## src/rtl/pattern_sequencer_if.sv

```systemverilog
// Control bundle between the VGA test pattern front end and the pattern sequencer.
interface pattern_sequencer_if;
    logic       i_frame_strobe;
    logic       i_next;
    logic       i_prev;
    logic       i_enable;
    logic       i_auto;
    logic [3:0] o_pattern;
    logic       o_busy;

    modport master (
        output i_frame_strobe, i_next, i_prev, i_enable, i_auto,
        input  o_pattern, o_busy
    );

    modport slave (
        input  i_frame_strobe, i_next, i_prev, i_enable, i_auto,
        output o_pattern, o_busy
    );
endinterface

```

## src/rtl/pattern_sequencer.sv

```systemverilog
// Frame-aligned pattern select for the VGA test pattern generator, with blank frames between changes.
// Auto-advance dwell timer is built only when PATTERN_SEQ_AUTO_EN is defined.
module pattern_sequencer #(
    parameter int MIN_PATTERN  = 1,
    parameter int MAX_PATTERN  = 8,
    parameter int INIT_PATTERN = 1,
    parameter int BLANK_FRAMES = 2,
    parameter int DWELL_FRAMES = 120
) (
    input  logic                i_clk,
    input  logic                i_rst,
    pattern_sequencer_if.slave  bus
);
    // state | meaning
    // SHOW  | current pattern on screen; a pending change starts at the next strobe
    // BLANK | pattern 0 on screen for BLANK_FRAMES frames before the target appears
    typedef enum logic {SHOW, BLANK} state_t;

    localparam logic [3:0] MIN_P      = 4'(MIN_PATTERN);
    localparam logic [3:0] MAX_P      = 4'(MAX_PATTERN);
    localparam logic [3:0] INIT_P     = 4'(INIT_PATTERN);
    localparam logic [3:0] BLANK_LAST = 4'(BLANK_FRAMES - 1);

    state_t     state;
    logic [3:0] target;
    logic [3:0] target_n;
    logic [3:0] blank_cnt;
    logic [3:0] pattern_q;
    logic       pending;
    logic       pending_n;
    logic       off;
    logic       busy_q;
    logic       man_next;
    logic       man_prev;
    logic       auto_req;
    logic       fwd;

    function automatic logic [3:0] step_up(input logic [3:0] p);
        return (p >= MAX_P) ? MIN_P : p + 4'd1;
    endfunction

    function automatic logic [3:0] step_dn(input logic [3:0] p);
        return (p <= MIN_P) ? MAX_P : p - 4'd1;
    endfunction

    // Simultaneous next and prev cancel each other rather than picking a winner.
    always_comb begin
        man_next  = bus.i_next & ~bus.i_prev;
        man_prev  = bus.i_prev & ~bus.i_next;
        fwd       = man_next | auto_req;
        target_n  = fwd ? step_up(target) : (man_prev ? step_dn(target) : target);
        pending_n = pending | fwd | man_prev;
    end

`ifdef PATTERN_SEQ_AUTO_EN
    localparam logic [11:0] DWELL_LAST = 12'(DWELL_FRAMES - 1);

    logic [11:0] dwell;
    logic        dwell_run;
    logic        enter_show;

    assign dwell_run  = bus.i_auto & bus.i_enable & ~off & (state == SHOW) & bus.i_frame_strobe;
    assign auto_req   = dwell_run & ~man_next & ~man_prev & (dwell == DWELL_LAST);
    assign enter_show = bus.i_frame_strobe & bus.i_enable &
                        (((state == BLANK) & ~off & (blank_cnt == 4'd0)) |
                         ((off | pending_n) & (BLANK_FRAMES == 0)));

    always_ff @(posedge i_clk) begin
        if (i_rst) begin
            dwell <= '0;
        end else if (man_next | man_prev | enter_show) begin
            dwell <= '0;
        end else if (dwell_run) begin
            dwell <= auto_req ? 12'd0 : dwell + 12'd1;
        end
    end
`else
    logic unused_auto;

    assign auto_req    = 1'b0;
    assign unused_auto = bus.i_auto;
`endif

    // A disable holds the FSM where it is; re-enabling restarts the blanking sequence.
    always_ff @(posedge i_clk) begin
        if (i_rst) begin
            state     <= SHOW;
            target    <= INIT_P;
            pending   <= 1'b0;
            off       <= 1'b0;
            blank_cnt <= 4'd0;
            pattern_q <= INIT_P;
            busy_q    <= 1'b0;
        end else begin
            target  <= target_n;
            pending <= pending_n;
            busy_q  <= pending_n | (state == BLANK);
            if (bus.i_frame_strobe) begin
                if (!bus.i_enable) begin
                    pattern_q <= 4'd0;
                    off       <= 1'b1;
                end else if ((state == BLANK) && !off) begin
                    if (blank_cnt == 4'd0) begin
                        pattern_q <= target_n;
                        pending   <= 1'b0;
                        state     <= SHOW;
                        busy_q    <= 1'b0;
                    end else begin
                        blank_cnt <= blank_cnt - 4'd1;
                    end
                end else if (off || pending_n) begin
                    off     <= 1'b0;
                    pending <= 1'b0;
                    if (BLANK_FRAMES > 0) begin
                        pattern_q <= 4'd0;
                        blank_cnt <= BLANK_LAST;
                        state     <= BLANK;
                        busy_q    <= 1'b1;
                    end else begin
                        pattern_q <= target_n;
                        state     <= SHOW;
                        busy_q    <= 1'b0;
                    end
                end
            end
        end
    end

    assign bus.o_pattern = pattern_q;
    assign bus.o_busy    = busy_q;
endmodule
```

## src/flat_wrapper.sv

```systemverilog
// flat-port wrapper written by rule: the top's interface ports become plain ports
module pattern_sequencer_flat 
#(
    parameter int MIN_PATTERN  = 1,
    parameter int MAX_PATTERN  = 8,
    parameter int INIT_PATTERN = 1,
    parameter int BLANK_FRAMES = 2,
    parameter int DWELL_FRAMES = 120
)
  (i_clk, i_rst, bus_i_frame_strobe, bus_i_next, bus_i_prev, bus_i_enable, bus_i_auto, bus_o_pattern, bus_o_busy);
  pattern_sequencer_if bus_i ();
  input  logic i_clk;
  input  logic i_rst;
  input wire logic [$bits(bus_i.i_frame_strobe)-1:0] bus_i_frame_strobe;
  input wire logic [$bits(bus_i.i_next)-1:0] bus_i_next;
  input wire logic [$bits(bus_i.i_prev)-1:0] bus_i_prev;
  input wire logic [$bits(bus_i.i_enable)-1:0] bus_i_enable;
  input wire logic [$bits(bus_i.i_auto)-1:0] bus_i_auto;
  output wire logic [$bits(bus_i.o_pattern)-1:0] bus_o_pattern;
  output wire logic [$bits(bus_i.o_busy)-1:0] bus_o_busy;
  assign bus_i.i_frame_strobe = bus_i_frame_strobe;
  assign bus_i.i_next = bus_i_next;
  assign bus_i.i_prev = bus_i_prev;
  assign bus_i.i_enable = bus_i_enable;
  assign bus_i.i_auto = bus_i_auto;
  assign bus_o_pattern = bus_i.o_pattern;
  assign bus_o_busy = bus_i.o_busy;
  pattern_sequencer #(.MIN_PATTERN(MIN_PATTERN), .MAX_PATTERN(MAX_PATTERN), .INIT_PATTERN(INIT_PATTERN), .BLANK_FRAMES(BLANK_FRAMES), .DWELL_FRAMES(DWELL_FRAMES)) u_core (.i_clk(i_clk), .i_rst(i_rst), .bus(bus_i));
endmodule
```

## config.mk

```make
export PLATFORM = sky130hd
export DESIGN_NAME = pattern_sequencer_flat
export DESIGN_NICKNAME = d
export VERILOG_FILES = /design/src/rtl/pattern_sequencer_if.sv /design/src/rtl/pattern_sequencer.sv /design/src/flat_wrapper.sv
export SDC_FILE = /design/constraint.sdc
export NUM_CORES = 1
export LEC_CHECK = 0
export ABC_AREA = 1
export CAP_MARGIN = 20
export CORE_ASPECT_RATIO = 0.8
export CORE_MARGIN = 4
export CORE_UTILIZATION = 48
export DETAILED_ROUTE_END_ITERATION = 8
export GPL_ROUTABILITY_DRIVEN = 0
export PLACE_DENSITY_LB_ADDON = 0.05
export SLEW_MARGIN = 30
export SYNTH_ARGS = -nofsm -noshare
export SYNTH_HDL_FRONTEND = slang
export SYNTH_SLANG_ARGS = --single-unit
```

## constraint.sdc

```tcl
create_clock -name i_clk -period 1.36 [get_ports i_clk]
set_input_delay 0.136 -clock i_clk [delete_from_list [all_inputs] [get_ports i_clk]]
set_output_delay 0.136 -clock i_clk [all_outputs]
set_load 0.005 [all_outputs]
```

==> summary.txt <==
total grt overflow - 0
placed wire-length estimate - 1710 um
Slew Viols, Final - 0
DR vias - 935
register area share after synthesis - 33.5%
Design Power - 1.10 mW
Filler cells - 175
final hold violation count - 0
arrival time at the worst endpoint - 1.14 ns
Crit Path Max Fanout - 2
vias in the first global route - 808
Die Footprint - 2780 sq um
cts bufs inserted - 3
post-synth top area cell - dfxtp_1
Syn Inst Count - 141
FF-to-FF End - u_core.blank_cnt[2]
worst r2r src - u_core.blank_cnt[1]
synth warn - 0
first-pass GRT wire length - 3620 um
post-CTS setup buffers - 0
TritonCTS clock tree - done
Max-Cap Viols - 0
RSZ-0062 raised after global routing - false
Synth area leaders - dfxtp_1 33%, nand2_1 16%, nand3_1 7.8%, inv_1 7.5%, ha_1 5.2%
Tot GR Track Use - 17.2%
outcome - finished, final reports clean
H-tree levels - 1
CP Data Required Time - 1.22 ns
CORE AREA - 1890 sq um
Power Dens Cells - 883 nW/um^2
average instance area after synthesis - 6.79 sq um
HP Class - register to register
clock slew at reported path FFs - 0.09 ns
Final ANT Viol Nets - 0
Hold Path Origin - u_core.bus.o_pattern[0]
Critical-path top delay cell - clkdlybuf4s50_1
Worst R2R Setup Slack - 0.09 ns
I/O Buffers - 10
row count - 14
antenna violations before repair - 0
drt via density - 4.90
worst-case vdd ir drop - 0.000808 V
Top Family by Delay on Critical Path - buffers and inverters
starting density of the core - 50.6%
Layout Nets - 180
Max stage delay on crit path - 0.51 ns
Avg WL per Cell - 11.3 um
Routed WL - 2170 um
Synth Cell Area - 957 sq um
Syn Nets - 152
placed instance count - 188
Chip Width - 57.9 um
cts hold-fix bufs - 0
largest net degree at the start of global routing - 9
drt drc - 0
IO Count - 12
Setup crit end kind - output pin
area delta synth->final - 30.2%
DR pass1 iterations - 4
Final setup viols - 0
fmax - 0.782 GHz
worst-path cell chain - clkdlybuf4s50_1
r2r worst-path depth - 6
layout cells sized above 1 - 28.7%
# diodes - 0
worst-case clock buffer depth - 2
Yosys cell types - 22
crit path kind - register to output pin
Least-Margin Pin Slew - 0.259 ns
final worst path period need - 1.28 ns
area post-placement - 1190 sq um
Root Driver - clkbuf_4
Endpoint, Worst Hold - u_core.bus.o_pattern[0]
part of the cycle the worst path needs - 94.0%
Worst Skew - 0.00103 ns
max_slew headroom - 82.6%
Final Non-Filler Cells - 191
hold path depth - 2
startpoint types - register
WP buf/inv - 1
area share of the largest cell type after synthesis - 33.5%
hold_ws - 0.456 ns
Yosys reg bits - 16
insertion delay to the later sink of the worst-skew pair - 0.29 ns
DRT iter0 DRCs - 34
setup TNS - 0 ns
final instance area - 1250 sq um
TritonCTS Sinks - 16
Die Ht - 47.9 um
Pleak - 0.581 nW
==> worst max-delay path by stage <==
stage	slack (ns)	endpoint	cells past startpoint	start
4_1_cts	0.005	u_core.blank_cnt[2]	6	u_core.blank_cnt[0]
6_report	0.08	bus_o_pattern[1]	1	u_core.bus.o_pattern[1]
2_1_floorplan	0.04	u_core.bus.o_pattern[3]	7	u_core.target[0]
3_5_place_dp	-0.14	u_core.blank_cnt[1]	10	bus_i_prev
5_1_grt	0.01	u_core.bus.o_pattern[2]	8	u_core.target[1]
3_3_place_gp	-0.10	u_core.blank_cnt[1]	10	bus_i_prev
==> worst reg2reg max path, cell delays in order, from the launching register on <==
cell     delay, ns
dfxtp_2       0.35
inv_2         0.05
ha_4          0.16
or2_2         0.29
a21oi_1       0.12
nand3_1       0.11
a21oi_2       0.15
==> registers in the layout (all words and copies together) (netlist names) <==
signal                cells
u_core.blank_cnt          4
u_core.bus.o_pattern      4
u_core.target             4
u_core.bus.o_busy         1
u_core.off                1
u_core.pending            1
u_core.state              1
==> layout make-up <==
class | instances | area [sq um] | area share (%)
flip-flops and latches | 16 | 325 | 26.1
inverters | 22 | 82.6 | 6.63
clock buffers | 3 | 22.5 | 1.81
well taps | 24 | 30.0 | 2.41
multi-input cells | 102 | 581 | 46.6
repair buffers | 24 | 205 | 16.5
==> cells in the mapped netlist <==
cell,number
nor3_1,1
o211ai_1,1
dfxtp_1,16
nand2_2,3
nand2_1,40
inv_1,19
ha_1,4
o21ai_0,4
a21oi_2,4
nand3_1,15
clkinv_1,1
nand3_4,2
or2_2,1
or2_1,1
nand4_1,4
buf_2,1
nor2_1,11
nand2_4,2
nor2_2,2
xor2_1,1
inv_2,2
a21oi_1,6
==> metrics by stage <==
stage	util, %	worst slack, ns
after global routing	65.9	0.0110
after detailed placement	62.8	-0.136
final	65.9	0.0813
after CTS	64.1	0.00466
after global placement	62.8	-0.104
after floorplan	-	0.0430
==> per-layer routing <==
metal / GRT usage (%) / wire (um) / up-vias
li1: - / - / 502
met5: 0 / 0 / -
met2: 25.9 / 919 / 19
met3: 4.85 / 81 / 2
met1: 24.8 / 1160 / 412
met4: 2.78 / 9 / 0
==> layout by cell type (no fill, tap or decap), drive strengths merged <==
master         instances
nor2                  13
o21ai                  4
nand4                  4
dfxtp                 16
nand3                 17
inv                   21
o211ai                 1
nand2                 45
or2                    2
xor2                   1
ha                     4
nor3                   1
buf                   14
clkinv                 1
clkdlybuf4s50         10
a21oi                 10
clkbuf                 3
==> cells by family (layout without fill, tap and decap cells) <==
family	count (synthesis)	count (layout)	synth area share, %
AOI/OAI and AO/OA	15	15	9.67
adders and majority gates	4	4	5.23
and+or+nand+nor	82	82	41.6
buffers and inverters	23	49	9.15
xor gates and xnor gates	1	1	0.915
DFF	16	16	33.5
==> where the power goes <==
group          leakage, nW  switching (mW)  total, mW  internal, mW
Sequential           0.132          0.0206      0.522         0.501
Combinational        0.435           0.181      0.328         0.146
Clock               0.0138           0.148      0.252         0.103
Total                0.581           0.351       1.10         0.750
==> what timing repair did <==
action | CTS | global route
gates resized for setup | 2 | 16
endpoints found under the setup margin | 3 | 9
pin swaps | 0 | 7
Power figures use the tool's default switching activity.
